$ cat config.mk
export PLATFORM = sky130hd
export DESIGN_NAME = sc_csaddr_sequencer
export DESIGN_NICKNAME = d
export VERILOG_FILES = /design/src/rtl/sc_csas_pkg.sv /design/src/rtl/sc_csas_ustack.sv /design/src/rtl/sc_csaddr_sequencer.sv
export SDC_FILE = /design/constraint.sdc
export NUM_CORES = 1
export LEC_CHECK = 0
export BUFFER_PORTS_ARGS = -buffer_cell sky130_fd_sc_hd__buf_4
export CELL_PAD_IN_SITES_DETAIL_PLACEMENT = 1
export CELL_PAD_IN_SITES_GLOBAL_PLACEMENT = 2
export CORE_AREA = 5 5 60 75
export CTS_BUF_LIST = sky130_fd_sc_hd__clkbuf_4 sky130_fd_sc_hd__clkbuf_8 sky130_fd_sc_hd__clkbuf_16
export DETAILED_ROUTE_END_ITERATION = 10
export DIE_AREA = 0 0 65 80
export PLACE_DENSITY = 0.85
export SYNTH_ARGS = -nofsm -noshare
export SYNTH_HDL_FRONTEND = slang
export SYNTH_HIERARCHICAL = 1
export SYNTH_SLANG_ARGS = --single-unit
$ cat constraint.sdc
create_clock -name SC_CSAS_CLOCK_50 -period 3.7 [get_ports SC_CSAS_CLOCK_50]
set_clock_uncertainty 0.15 [all_clocks]
set_input_delay 0.555 -clock SC_CSAS_CLOCK_50 [delete_from_list [all_inputs] [get_ports SC_CSAS_CLOCK_50]]
set_output_delay 0.555 -clock SC_CSAS_CLOCK_50 [all_outputs]
set_load 0.01 [all_outputs]
$ cat src/rtl/sc_csas_pkg.sv
// Shared definitions for the control-store address sequencer:
// condition codes, BOOT/RUN state encoding, PSR flag positions and
// the opcode decode-address builder.
package sc_csas_pkg;

  localparam int CSAS_W = 11;
  localparam int OP_W   = 8;

  // Microword branch-condition field encodings
  localparam logic [2:0] COND_NEXT   = 3'b000;
  localparam logic [2:0] COND_N      = 3'b001;
  localparam logic [2:0] COND_Z      = 3'b010;
  localparam logic [2:0] COND_V      = 3'b011;
  localparam logic [2:0] COND_C      = 3'b100;
  localparam logic [2:0] COND_IR13   = 3'b101;
  localparam logic [2:0] COND_JUMP   = 3'b110;
  localparam logic [2:0] COND_DECODE = 3'b111;

  // Bit positions inside the {n,z,v,c} PSR bus
  localparam int PSR_N = 3;
  localparam int PSR_Z = 2;
  localparam int PSR_V = 1;
  localparam int PSR_C = 0;

  typedef enum logic {
    ST_BOOT = 1'b0,
    ST_RUN  = 1'b1
  } state_t;

  // Opcode dispatch lands on a 4-word aligned slot in the upper half of the store
  function automatic logic [CSAS_W-1:0] decode_addr(input logic [OP_W-1:0] op);
    return {1'b1, op, 2'b00};
  endfunction

endpackage

$ cat src/rtl/sc_csas_ustack.sv
// Micro-return LIFO: DEPTH entries of W bits with full/empty flags.
// The parent guarantees push and pop are never asserted together and
// never push when full or pop when empty.
module sc_csas_ustack #(
  parameter int W     = 11,
  parameter int DEPTH = 4
) (
  input  logic         clk,
  input  logic         rst_n,
  input  logic         push,
  input  logic         pop,
  input  logic [W-1:0] push_data,
  output logic [W-1:0] top_data,
  output logic         full,
  output logic         empty
);

  localparam int CW = $clog2(DEPTH + 1);
  localparam int AW = (DEPTH > 1) ? $clog2(DEPTH) : 1;

  logic [W-1:0]  mem [DEPTH];
  logic [CW-1:0] cnt;
  logic [AW-1:0] top_idx;
  logic [AW-1:0] wr_idx;

  assign full     = (cnt == CW'(DEPTH));
  assign empty    = (cnt == '0);
  assign top_idx  = AW'(cnt - CW'(1));
  assign wr_idx   = AW'(cnt);
  assign top_data = mem[top_idx];

  // Occupancy count and storage; reset empties and scrubs the stack
  always_ff @(posedge clk or negedge rst_n) begin
    if (!rst_n) begin
      cnt <= '0;
      for (int i = 0; i < DEPTH; i++) mem[i] <= '0;
    end else if (push) begin
      mem[wr_idx] <= push_data;
      cnt         <= cnt + CW'(1);
    end else if (pop) begin
      cnt <= cnt - CW'(1);
    end
  end

endmodule

$ cat src/rtl/sc_csaddr_sequencer.sv
// Control-store next-address sequencer. Picks INC, JUMPADDR or the
// opcode decode address per the microword condition field and PSR
// flags, and registers it as the current control-store address.
// Optional micro-subroutine stack: define USTACK_EN.
module sc_csaddr_sequencer
  import sc_csas_pkg::*;
#(
  parameter int DATAWIDTH_BUS_CSAS = 11,
  parameter int DATAWIDTH_OPCODE   = 8,
  parameter int USTACK_DEPTH       = 4
) (
  input  logic                          SC_CSAS_CLOCK_50,
  input  logic                          SC_CSAS_RESET_InLow,
  input  logic [DATAWIDTH_BUS_CSAS-1:0] SC_CSAS_INC_InBUS,
  input  logic [DATAWIDTH_BUS_CSAS-1:0] SC_CSAS_JUMPADDR_InBUS,
  input  logic [2:0]                    SC_CSAS_COND_InBUS,
  input  logic [DATAWIDTH_OPCODE-1:0]   SC_CSAS_OPCODE_InBUS,
  input  logic [3:0]                    SC_CSAS_PSR_InBUS,
  input  logic                          SC_CSAS_IR13_In,
  input  logic                          SC_CSAS_STALL_In,
  input  logic                          SC_CSAS_CALL_In,
  input  logic                          SC_CSAS_RET_In,
  output logic [DATAWIDTH_BUS_CSAS-1:0] SC_CSAS_ADDR_OutBUS,
  output logic                          SC_CSAS_VALID_Out,
  output logic                          SC_CSAS_STKERR_Out
);

  localparam int W = DATAWIDTH_BUS_CSAS;

  state_t         state_q, state_d;
  logic           upd;
  logic           taken;
  logic [W-1:0]   cond_addr;
  logic [W-1:0]   addr_q, addr_d;

  // State register
  always_ff @(posedge SC_CSAS_CLOCK_50 or negedge SC_CSAS_RESET_InLow) begin
    if (!SC_CSAS_RESET_InLow) state_q <= ST_BOOT;
    else                      state_q <= state_d;
  end

  // Next state: BOOT always falls through to RUN, stall or not
  always_comb begin
    state_d = state_q;
    case (state_q)
      ST_BOOT: state_d = ST_RUN;
      ST_RUN:  state_d = ST_RUN;
      default: state_d = ST_BOOT;
    endcase
  end

  // State outputs: live once running; address only moves in RUN without stall
  always_comb begin
    SC_CSAS_VALID_Out = 1'b0;
    upd               = 1'b0;
    if (state_q == ST_RUN) begin
      SC_CSAS_VALID_Out = 1'b1;
      upd               = !SC_CSAS_STALL_In;
    end
  end

  // Condition-field branch resolution
  always_comb begin
    taken = 1'b0;
    case (SC_CSAS_COND_InBUS)
      COND_NEXT:   taken = 1'b0;
      COND_N:      taken = SC_CSAS_PSR_InBUS[PSR_N];
      COND_Z:      taken = SC_CSAS_PSR_InBUS[PSR_Z];
      COND_V:      taken = SC_CSAS_PSR_InBUS[PSR_V];
      COND_C:      taken = SC_CSAS_PSR_InBUS[PSR_C];
      COND_IR13:   taken = SC_CSAS_IR13_In;
      COND_JUMP:   taken = 1'b1;
      default:     taken = 1'b0;
    endcase
    if (SC_CSAS_COND_InBUS == COND_DECODE)
      cond_addr = W'(decode_addr(SC_CSAS_OPCODE_InBUS));
    else if (taken)
      cond_addr = SC_CSAS_JUMPADDR_InBUS;
    else
      cond_addr = SC_CSAS_INC_InBUS;
  end

`ifdef USTACK_EN
  logic         stk_push, stk_pop, stk_full, stk_empty;
  logic [W-1:0] stk_top;
  logic         err_q, err_set;

  sc_csas_ustack #(
    .W     (W),
    .DEPTH (USTACK_DEPTH)
  ) u_ustack (
    .clk       (SC_CSAS_CLOCK_50),
    .rst_n     (SC_CSAS_RESET_InLow),
    .push      (stk_push),
    .pop       (stk_pop),
    .push_data (SC_CSAS_INC_InBUS),
    .top_data  (stk_top),
    .full      (stk_full),
    .empty     (stk_empty)
  );

  // CALL/RET override the condition path; a simultaneous pair falls back to it
  always_comb begin
    addr_d   = cond_addr;
    stk_push = 1'b0;
    stk_pop  = 1'b0;
    err_set  = 1'b0;
    if (SC_CSAS_CALL_In && SC_CSAS_RET_In) begin
      err_set = upd;
    end else if (SC_CSAS_CALL_In) begin
      addr_d   = SC_CSAS_JUMPADDR_InBUS;
      stk_push = upd && !stk_full;
      err_set  = upd && stk_full;
    end else if (SC_CSAS_RET_In) begin
      addr_d  = stk_empty ? SC_CSAS_INC_InBUS : stk_top;
      stk_pop = upd && !stk_empty;
      err_set = upd && stk_empty;
    end
  end

  // Sticky stack error, cleared only by reset
  always_ff @(posedge SC_CSAS_CLOCK_50 or negedge SC_CSAS_RESET_InLow) begin
    if (!SC_CSAS_RESET_InLow) err_q <= 1'b0;
    else if (err_set)         err_q <= 1'b1;
  end

  assign SC_CSAS_STKERR_Out = err_q;
`else
  localparam int unused_depth = USTACK_DEPTH;
  logic unused_ctl;
  assign unused_ctl = SC_CSAS_CALL_In ^ SC_CSAS_RET_In;

  // Without the stack the condition field alone steers sequencing
  always_comb begin
    addr_d = cond_addr;
  end

  assign SC_CSAS_STKERR_Out = 1'b0;
`endif

  // Current address register; held through BOOT and on stall
  always_ff @(posedge SC_CSAS_CLOCK_50 or negedge SC_CSAS_RESET_InLow) begin
    if (!SC_CSAS_RESET_InLow) addr_q <= '0;
    else if (upd)             addr_q <= addr_d;
  end

  assign SC_CSAS_ADDR_OutBUS = addr_q;

endmodule

# Yosys cells after proc, flatten, opt, wreduce, memory -nomap -nowiden
# Index checks and enable logic that the tools add are counted.
[totals]
ff_bits = 12
input_bits = 43
out_inout_bits = 13
word_cells = 15
[classes]
muxes = 5
reduce_logical = 1
eq_ne = 7
[ops]
columns = ["operator", "n"]
rows = [
  ["11-bit 2-to-1 mux", 2],
  ["3-bit == test, second input constant", 4],
  ["3-bit by 2-bit == test with 1-bit output, second input constant", 2],
  ["1-bit case mux with 6 select lines", 1],
  ["3-bit by 1-bit == test with 1-bit output, second input constant", 1],
  ["1-bit 2-to-1 mux", 2],
  ["1-bit zero test", 1],
]

# Logic depth before layout (Yosys ltp)
# Gate-level depths: netlist of run 1.
[logic_depth]
ltp_word = 4
mapped_depth = 5
mapped_depth_nobuf = 4

# Worst setup path before layout of run 1
# No wires, ideal clock.
[synth_path]
kind = "input to register"
start = "in SC_CSAS_STALL_In"
end = "reg addr_q[0] (netlist: SC_CSAS_ADDR_OutBUS[0])"
required_ns = 3.460
cell_stages = 5
setup_slack_ns = 2.170
setup_ns = 0.090
arrival_time_ns = 1.290
path_cell_list = "nor2b_1 -> and2_1 -> clkbuf_1 -> nand2_1 -> o221ai_1"
[synth_via]
elab_chain_cells = 2
[synth_lines]
columns = ["item", "line", "text"]
rows = [
  ["start, declared", "sc_csaddr_sequencer.sv:20", "input logic SC_CSAS_STALL_In,"],
  ["1-bit zero test", "sc_csaddr_sequencer.sv:58", "upd = !SC_CSAS_STALL_In;"],
  ["1-bit 2-to-1 mux", "sc_csaddr_sequencer.sv:56", "if (state_q == ST_RUN) begin"],
  ["end signal, assigned", "sc_csaddr_sequencer.sv:144", "else if (upd) addr_q <= addr_d;"],
  ["end, declared", "sc_csaddr_sequencer.sv:34", "logic [W-1:0] addr_q, addr_d;"],
]
# Every way passes these cells.
# A chain may end at the register's enable or synchronous reset.

# Final worst setup path of run 1
[layout_path]
start = "in SC_CSAS_STALL_In"
end = "reg addr_q[1] (netlist: SC_CSAS_ADDR_OutBUS[1])"
# Same word-level chain as after synthesis.

==> reports/qor.yml, run 1 <==
outcome: "finished, violations left"
violations: "hold timing"
fp.dieArea_sq_mm: 0.00520
setup_ws_ns: 1.70
power_density_mw_per_mm2: 360
power_leakage_nw: 0.548
synthesis.nets: 129
ys_top_cells_by_area: "dfrtp_1 40%, a211oi_1 8.1%, a31oi_1 7.6%, nor2b_1 7.6%, nand3_1 6.7%"
synth_mux_area_share_pct: 1.35
crit_path_frequent_cell: "buf_4"
endpoint: "SC_CSAS_ADDR_OutBUS[1]"
async_flop_share_pct: 100
start_kind: "input port"
cts_max_level: 1
synth_edf_count: 0
path_depth: 6
num_rows: 25
fin_tns_setup_ns: 0
ir_drop_uv: 89.4
hpwl_um: 2210
worst_r2r_startpoint: "state_q"
holdWs_ns: -0.00118
instances_no_fill: 174
ys.flop_type: "dfrtp_1"
min_path_type: "input port to async pin"
ff2ff_path_depth: 5
port_buffers: 52
cts_tree: "yes"
synth_xor_area_share_pct: 0
clock_path_buffers: 2
place_congestion: 0.632
synth_top_area_share_pct: 40.4
grt_pass1_vias: 1053
via_per_inst: 4.97
grt_pass1_wl_um: 4660
nFillCells: 463
rsz0062_at_grt: "false"
antenna_found_initial: 0
maxSlewViolCount: 0
cts.repair.resized: 0
ys_seq_elements: 12
insertion_delay_ns: 0.24
firstDrtPassIters: 4
ios: 56
finalSetupViolations: 0
synth_cell_type_count: 24
drive_above_1_share_pct: 43.3
drtIter0Drc: 28
achievable-frequency_ghz: 0.501
postCtsHoldBufs: 0
num-nets-final: 179
vias: 865
yosys-top-cells-count: "12 x dfrtp_1, 10 x nand3_1, 9 x a31oi_1, 9 x nor2b_1, 9 x o21ai_0"
place_inst: 171
grt.total_usage_pct: 11.7
multi_input_area_sq_um: 393
min_period_over_period_pct: 54.0
worst-path-buf-inv: 2
numCtsBuffers: 3
cp_top_family: "simple AND/OR/NAND/NOR gates"
regArea_sq_um: 300
synth-compound-area-share_pct: 30.1
critical_path_class: "input port to flip-flop"
area_delta_synth_final_pct: 60.1
synth_largest_area_cell: "dfrtp_1"
required_ns: 3.70
grt_start_max_net_pins: 22
r2r-end: "SC_CSAS_ADDR_OutBUS[1]"
synthCells: 86
synthAdderAreaFrac_pct: 0
hold_viol_final: 5
critPathMaxStageDelay_ns: 0.66
wirelength_um: 2840
reg2reg_setup_slack_ns: 1.76
worstPathArrival_ns: 1.99
num_antenna_cells: 0
worstMarginPinSlew_ns: 0.926
synth_most_common_cell: "dfrtp_1"
clk_pin_slew_ns: 0.05
die_w_um: 65
route.detailed.drc: 0
dp_slack_ns: 1.44
yosysWarnings: 6
wl_per_cell_um: 16.3
fin_crit_ns: 2.00
cp_max_fo: 21
cts.sinks: 12
start_util_pct: 20.0
critPathSlowestCell: "and2_1"
gr-total-overflow: 0
drv_cap: 0
yosys.area_share.simple_pct: 20.4
setup.worst_path.start: "SC_CSAS_STALL_In"
root_buffer: "clkbuf_8"
path_cells: "buf_4 > nor2b_1 > buf_4 > and2_1 > nand2_1 > o221ai_1"
end_kind: "flip-flop"
synth_top_family_by_area: "compound AO/OA/AOI/OAI gates"
cts_setup_buffers: 0
postRouteAntennaNets: 0
ys_seq_area_share_pct: 40.4
syn_area_sq_um: 743
syn_area_per_cell_sq_um: 8.64
slew_headroom_pct: 38.1
die_h_um: 80
core_area_sq_mm: 0.00372
## flip-flops by register name, indices dropped and copies added, names as in the netlist
register / cells
SC_CSAS_ADDR_OutBUS: 11
state_q: 1
## layout by cell type, fill, tap and decap left out, drive strengths merged
master	Yosys	routed
inv	2	2
conb	2	2
nor2	3	3
o211a	1	1
o21bai	1	1
o211ai	1	1
nand2	2	2
nor2b	9	9
and2	1	1
clkbuf	3	3
a211oi	8	8
o221ai	2	2
o21ba	1	1
nand3	10	10
dfrtp	12	12
a21oi	1	1
nand4	2	2
nand3b	1	1
buf	5	53
mux2i	1	1
o21ai	9	9
a31oi	9	9
## power by group
| group | leakage [nW] | total, mW | internal (mW) | switching, mW |
|---|---|---|---|---|
| logic | 0.386 | 0.146 | 0.0789 | 0.0671 |
| registers | 0.141 | 0.162 | 0.152 | 0.00998 |
| clock network | 0.0216 | 0.121 | 0.0718 | 0.0493 |
| total | 0.548 | 0.429 | 0.302 | 0.126 |
## stage by stage
step / instance area (sq um) / hold slack [ns] / power (mW) / utilization (%)
final: 1190 / -0.00118 / 0.429 / 32.0
after global routing: 1190 / 0.00835 / 0.454 / 32.0
after CTS: 1190 / 0.00469 / 0.436 / 32.0
after detailed placement: 1150 / 0.263 / 0.312 / 30.9
after global placement: 1150 / 0.257 / 0.307 / 30.9
after floorplan: 743 / 0.109 / 0.230 / -
## metal layers
layer | wire, um | up-vias | track usage, %
li1 | - | 413 | -
met1 | 1080 | 399 | 11.6
met2 | 1430 | 45 | 20.3
met3 | 263 | 8 | 4.93
met4 | 59 | 0 | 6.13
met5 | 0 | - | 0
## layout make-up
cell class	count	area share, %
multi-input cells	64	33.0
inverters	2	0.631
clock buffers	3	3.47
repair buffers	53	33.4
well taps	40	4.21
flip-flops and latches	12	25.2
## logic make-up after synthesis
| kind of cell | Yosys count |
|---|---|
| other | 2 |
| DFF | 12 |
| and+or+nand+nor | 28 |
| AOI/OAI and AO/OA | 33 |
| buffers and inverters | 10 |
| muxes | 1 |
## worst min-delay path by stage
stage | startpoint | end | slack (ns)
CTS | SC_CSAS_RESET_InLow | SC_CSAS_ADDR_OutBUS[2] | 0.005
floorplan | SC_CSAS_RESET_InLow | SC_CSAS_ADDR_OutBUS[0] | 0.11
global route | SC_CSAS_RESET_InLow | SC_CSAS_ADDR_OutBUS[2] | 0.008
global placement | SC_CSAS_RESET_InLow | SC_CSAS_ADDR_OutBUS[3] | 0.26
detailed placement | SC_CSAS_RESET_InLow | SC_CSAS_ADDR_OutBUS[2] | 0.26
finish | SC_CSAS_RESET_InLow | SC_CSAS_ADDR_OutBUS[2] | -0.001
Power figures use the tool's default switching activity.
==> run 2: changes to the inputs <==
--- a/config.mk
+++ b/config.mk
@@ -8,11 +8,11 @@
 export BUFFER_PORTS_ARGS = -buffer_cell sky130_fd_sc_hd__buf_4
 export CELL_PAD_IN_SITES_DETAIL_PLACEMENT = 1
 export CELL_PAD_IN_SITES_GLOBAL_PLACEMENT = 2
-export CORE_AREA = 5 5 60 75
+export CORE_AREA = 5 5 61 77
 export CTS_BUF_LIST = sky130_fd_sc_hd__clkbuf_4 sky130_fd_sc_hd__clkbuf_8 sky130_fd_sc_hd__clkbuf_16
 export DETAILED_ROUTE_END_ITERATION = 10
-export DIE_AREA = 0 0 65 80
-export PLACE_DENSITY = 0.85
+export DIE_AREA = 0 0 66 82
+export PLACE_DENSITY = 0.82
 export SYNTH_ARGS = -nofsm -noshare
 export SYNTH_HDL_FRONTEND = slang
 export SYNTH_HIERARCHICAL = 1
==> constraint.sdc (replaced) <==
create_clock -name SC_CSAS_CLOCK_50 -period 2 [get_ports SC_CSAS_CLOCK_50]
set_clock_uncertainty 0.15 [all_clocks]
set_input_delay 0.3 -clock SC_CSAS_CLOCK_50 [delete_from_list [all_inputs] [get_ports SC_CSAS_CLOCK_50]]
set_output_delay 0.3 -clock SC_CSAS_CLOCK_50 [all_outputs]
set_load 0.01 [all_outputs]
==> run 2 against run 1 <==
- the run now ends clean
- critical endpoint is now SC_CSAS_ADDR_OutBUS[5]
- clock power grew 120%
- wire length decreased by 3.8%
- register-to-register slack worse by 1.2 ns
- sequential power rose by 84%
- largest cell class unchanged
- worst setup slack worse by 1.1 ns
- cell area is 6.2% higher
==> reports/qor.yml, run 2 (synthesis results as in run 1) <==
min_path_type: "input port to flip-flop"
min_period_over_period_pct: 70.2
grt_pass1_wl_um: 4530  # -2.8%
firstDrtPassIters: 4  # unchanged
cts_tree: "yes"
fin_crit_ns: 1.40
outcome: "completed"
root_buffer: "clkbuf_8"
core_area_sq_mm: 0.00394  # +5.7%
min_path_cells: 3
drive_above_1_share_pct: 45.0  # +1.7 points
num-nets-final: 184  # +2.8%
p_comb_share_pct: 32.9  # -1.2 points
p_switching_mw: 0.235  # +86%
wl_per_cell_um: 13.9  # -15%
num_rows: 26  # +4.0%
worstMarginPinSlew_ns: 0.551  # -0.376 ns
slew_headroom_pct: 63.2  # +25 points
final_common_cell: "buf_4"
p_seq_share_pct: 35.3  # -2.4 points
cts_max_level: 1  # unchanged
worstHoldStart: "SC_CSAS_JUMPADDR_InBUS[1]"
nFillCells: 491  # +6.0%
fin_tns_setup_ns: 0  # unchanged
ir_drop_uv: 210  # +140%
reg2reg_setup_slack_ns: 0.60  # -1.16 ns
start_util_pct: 18.9  # -1.1 points
holdWs_ns: 0.166  # +0.167 ns
postRouteAntennaNets: 0  # unchanged
drtIter0Drc: 14  # -50%
via_per_inst: 4.46  # -10%
setup.worst_path.start: "state_q"
p_int_mw: 0.608  # +100%
hpwl_um: 2240  # +1.5%
hold_viol_final: 0  # -5
place_congestion: 0.725  # +15%
wirelength_um: 2730  # -3.8%
worstHoldEndpoint: "SC_CSAS_ADDR_OutBUS[1]"
required_ns: 1.97  # -1.73 ns
power_leakage_nw: 0.579  # +5.6%
end_kind: "flip-flop"
drv_cap: 0  # unchanged
largest_reg_flops: 11  # unchanged
achievable-frequency_ghz: 0.712
route.detailed.drc: 0  # unchanged
num_antenna_cells: 0  # unchanged
ff2ff_path_depth: 5  # unchanged
worstPathArrival_ns: 1.37  # -0.62 ns
port_buffers: 52  # unchanged
gr-total-overflow: 0  # unchanged
start_kind: "flip-flop"
power.share.clock_pct: 31.7  # +3.4 points
die_h_um: 82  # +2.5%
layout_common_cells: "57 x buf_4, 12 x dfrtp_1, 10 x nand3_1"
cts.repair.resized: 0  # unchanged
insertion_delay_ns: 0.24  # about the same
cp_max_fo: 11  # -48%
rsz0062_at_grt: "false"
vias: 875  # +1.2%
area_delta_synth_final_pct: 70.0
clk_pin_slew_ns: 0.06  # about the same
grt_start_max_net_pins: 20  # -9.1%
die_w_um: 66  # +1.5%
cts.sinks: 12  # unchanged
finalSetupViolations: 0  # unchanged
grt_pass1_vias: 1025  # -2.7%
sw_frac_of_total_pct: 27.9  # -1.6 points
r2r-end: "SC_CSAS_ADDR_OutBUS[5]"
final_util_pct: 32.1  # +0.14 points
maxSlewViolCount: 0  # unchanged
critical_path_class: "flip-flop to flip-flop"
antenna_found_initial: 0  # unchanged
worst_r2r_startpoint: "state_q"
power_density_mw_per_mm2: 667  # +85%
numCtsBuffers: 3  # unchanged
fp.dieArea_sq_mm: 0.00541  # +4.1%
ios: 56  # unchanged
grt.total_usage_pct: 10.9  # -0.76 points
clock_path_buffers: 2  # unchanged
-- run 2: cell count changes in the layout (fill, tap and decap cells not counted) --
cell	change
clkbuf_8	+1
buf_4	+4
dlygate4sd3_1	+1
-- run 2: critical path, cell delays in order, from the launching register on --
cell      delay, ns
dfrtp_1        0.37
nor2b_1        0.14
and2_1         0.14
buf_4          0.17
a211oi_1       0.24
a31oi_1        0.06
-- run 2: stage by stage --
stage	worst slack [ns]	total power, mW	instance area [sq um]	cells
final	0.596	0.843	1260	196
after global routing	0.455	0.896	1260	196
after CTS	0.578	0.856	1260	196
after detailed placement	0.337	0.583	1200	191
after global placement	0.406	0.575	1200	191
after floorplan	0.585	0.425	743	86
-- run 2: cell type report --
type	instances	area (sq um)	area share, %
timing repair buffer	58	438	34.7
sequential	12	300	23.8
clock buffer	4	55.1	4.36
multi-input combinational	64	393	31.1
tap	56	70.1	5.54
inverter	2	7.51	0.594
-- run 2: power groups by stage --
stage,registers (mW),clock network [mW],logic (mW)
after global placement,0.302,0,0.274
after floorplan,0.320,0,0.106
after CTS,0.299,0.275,0.283
after global routing,0.302,0.285,0.309
after detailed placement,0.303,0,0.281
final,0.298,0.267,0.277
-- run 2: layer usage --
layer  share of wire [%]  global-route usage, %  vias to the layer above
met5                   0                      0                        -
met4                0.62                   2.64                        0
met3                 8.2                   3.56                        4
met2                  49                   19.1                       36
met1                  42                   12.8                      409
li1                    -                      -                      426
-- run 2: timing repair --
action,4_1_cts,5_1_grt
buffers inserted,0,0
endpoints found under the hold margin,12,0
hold buffers,1,0
-- run 2: how the worst max path moves through the flow --
stage | endpoint | slack [ns]
2_1_floorplan | SC_CSAS_ADDR_OutBUS[2] | 0.59
6_report | SC_CSAS_ADDR_OutBUS[5] | 0.60
5_1_grt | SC_CSAS_ADDR_OutBUS[9] | 0.46
3_5_place_dp | SC_CSAS_ADDR_OutBUS[9] | 0.34
3_3_place_gp | SC_CSAS_ADDR_OutBUS[9] | 0.41
4_1_cts | SC_CSAS_ADDR_OutBUS[9] | 0.58
==> run 3: changes to the inputs <==
==> constraint.sdc (replaced) <==
create_clock -name SC_CSAS_CLOCK_50 -period 1.5 [get_ports SC_CSAS_CLOCK_50]
set_clock_uncertainty 0.15 [all_clocks]
set_input_delay 0.225 -clock SC_CSAS_CLOCK_50 [delete_from_list [all_inputs] [get_ports SC_CSAS_CLOCK_50]]
set_output_delay 0.225 -clock SC_CSAS_CLOCK_50 [all_outputs]
set_load 0.01 [all_outputs]
==> run 3 against run 2 <==
- combinational power is 37% higher
- worst setup slack worse by 0.51 ns
- clock power is 11% higher
- sequential cell count stayed put
- utilization is 0.35 points higher
- non-clock buffer count is 3 higher
- sequential share of layout area is 0.26 points lower
==> reports/qor.yml, run 3 (synthesis results as in run 1) <==
final_common_cell: "buf_4"
ios: 56  # unchanged
gr-total-overflow: 0  # unchanged
start_util_pct: 18.9  # unchanged
area_delta_synth_final_pct: 71.9
ir_drop_uv: 312  # +49%
grt.total_usage_pct: 11.1  # +0.19 points
holdWs_ns: 0.0876  # -0.0785 ns
grt_pass1_vias: 1021  # -0.39%
clock_path_buffers: 2  # unchanged
wl_per_cell_um: 14.2  # +1.7%
min_period_over_period_pct: 94.3  # +24 points
ff2ff_path_depth: 5  # unchanged
worst_r2r_startpoint: "state_q"
drtIter0Drc: 9  # -5
power_leakage_nw: 0.587  # +1.5%
instances_no_fill: 198  # +1.0%
worstHoldEndpoint: "SC_CSAS_ADDR_OutBUS[1]"
core_area_sq_mm: 0.00394  # unchanged
numCtsBuffers: 3  # unchanged
insertion_delay_ns: 0.24  # about the same
rsz0062_at_grt: "false"
place_congestion: 0.724  # -0.11%
power_density_mw_per_mm2: 842  # +26%
num_antenna_cells: 0  # unchanged
die_w_um: 66  # unchanged
root_buffer: "clkbuf_8"
outcome: "completed"
cts.sinks: 12  # unchanged
place_area_sq_mm: 0.00122  # +1.9%
hold_viol_final: 0  # unchanged
drv_cap: 0  # unchanged
r2r-end: "SC_CSAS_ADDR_OutBUS[7]"
num_rows: 26  # unchanged
hpwl_um: 2260  # +0.98%
start_kind: "flip-flop"
route.detailed.drc: 0  # unchanged
fp.dieArea_sq_mm: 0.00541  # unchanged
min_path_cells: 3  # unchanged
wirelength_um: 2800  # +2.7%
critical_path_class: "flip-flop to flip-flop"
fin_tns_setup_ns: 0  # unchanged
worstHoldStart: "SC_CSAS_JUMPADDR_InBUS[1]"
drive_above_1_share_pct: 46.5  # +1.5 points
worstPathArrival_ns: 1.38  # about the same
grt_start_max_net_pins: 20  # unchanged
maxSlewViolCount: 0  # unchanged
vias: 885  # +1.1%
end_kind: "flip-flop"
min_path_type: "input port to flip-flop"
firstDrtPassIters: 2  # -2
port_buffers: 52  # unchanged
required_ns: 1.46  # -0.51 ns
layout_common_cells: "60 x buf_4, 12 x dfrtp_1, 10 x nand3_1"
reg2reg_setup_slack_ns: 0.09  # -0.51 ns
fin_area_sq_mm: 0.00128  # +1.1%
cts_tree: "yes"
postRouteAntennaNets: 0  # unchanged
achievable-frequency_ghz: 0.707  # -0.73%
cts_setup_buffers: 0  # unchanged
antenna_found_initial: 0  # unchanged
finalSetupViolations: 0  # unchanged
cp_max_fo: 10  # -1
num-nets-final: 187  # +1.6%
via_per_inst: 4.47  # +0.12%
die_h_um: 82  # unchanged
cts_max_level: 1  # unchanged
grt_pass1_wl_um: 4660  # +3.0%
place_inst: 194  # +1.6%
clk_pin_slew_ns: 0.05  # about the same
largest_reg_flops: 11  # unchanged
fin_crit_ns: 1.41  # +0.0104 ns
[run 3: final cells by class]
cell class / instances / area, sq um
multi-input cells: 64 / 398
flip-flops and latches: 12 / 300
repair buffers: 61 / 460
clock buffers: 3 / 41.3
well taps: 56 / 70.1
inverters: 2 / 7.51
fillers: 492 / 2660
[run 3: how the worst max path moves through the flow]
stage                     slack, ns  depth (start not counted)                endpoint             startpoint
after floorplan                0.09                          5  SC_CSAS_ADDR_OutBUS[2]                state_q
after global placement         0.07                          6  SC_CSAS_ADDR_OutBUS[0]  SC_CSAS_COND_InBUS[1]
after detailed placement       0.03                          6  SC_CSAS_ADDR_OutBUS[8]  SC_CSAS_COND_InBUS[1]
after CTS                      0.06                          5  SC_CSAS_ADDR_OutBUS[7]                state_q
after global routing           0.01                          5  SC_CSAS_ADDR_OutBUS[4]                state_q
final                          0.09                          5  SC_CSAS_ADDR_OutBUS[7]                state_q
[run 3: per-layer routing]
| metal | wire, um | up-vias | GRT usage [%] |
|---|---|---|---|
| met4 | 6 | 0 | 3.46 |
| met1 | 1130 | 418 | 12.7 |
| li1 | - | 429 | - |
| met3 | 247 | 2 | 3.97 |
| met2 | 1420 | 36 | 19.2 |
| met5 | 0 | - | 0 |
[run 3: per-stage QoR]
step	util [%]	power [mW]	worst slack [ns]
after detailed placement	31.0	0.785	0.0342
after global placement	31.0	0.776	0.0736
after floorplan	-	0.567	0.0854
after CTS	32.3	1.10	0.0576
final	32.5	1.08	0.0853
after global routing	32.5	1.15	0.0107
[run 3: what timing repair did]
| action | 4_1_cts | 5_1_grt |
|---|---|---|
| hold endpoints to repair | 12 | 0 |
| hold buffers | 1 | 0 |
| gates resized for setup | 0 | 1 |
| setup endpoints to repair | 0 | 1 |
[run 3: power by group]
| group | switching [mW] | internal [mW] |
|---|---|---|
| Combinational | 0.167 | 0.213 |
| Sequential | 0.0246 | 0.374 |
| Clock | 0.120 | 0.177 |
| Total | 0.311 | 0.764 |
[run 3: worst max-delay path, cell delays in order (launching register included)]
cell and delay (ns):
dfrtp_1 0.37, nor2b_1 0.14, and2_1 0.15, buf_4 0.17, a211oi_1 0.24, a31oi_1 0.07
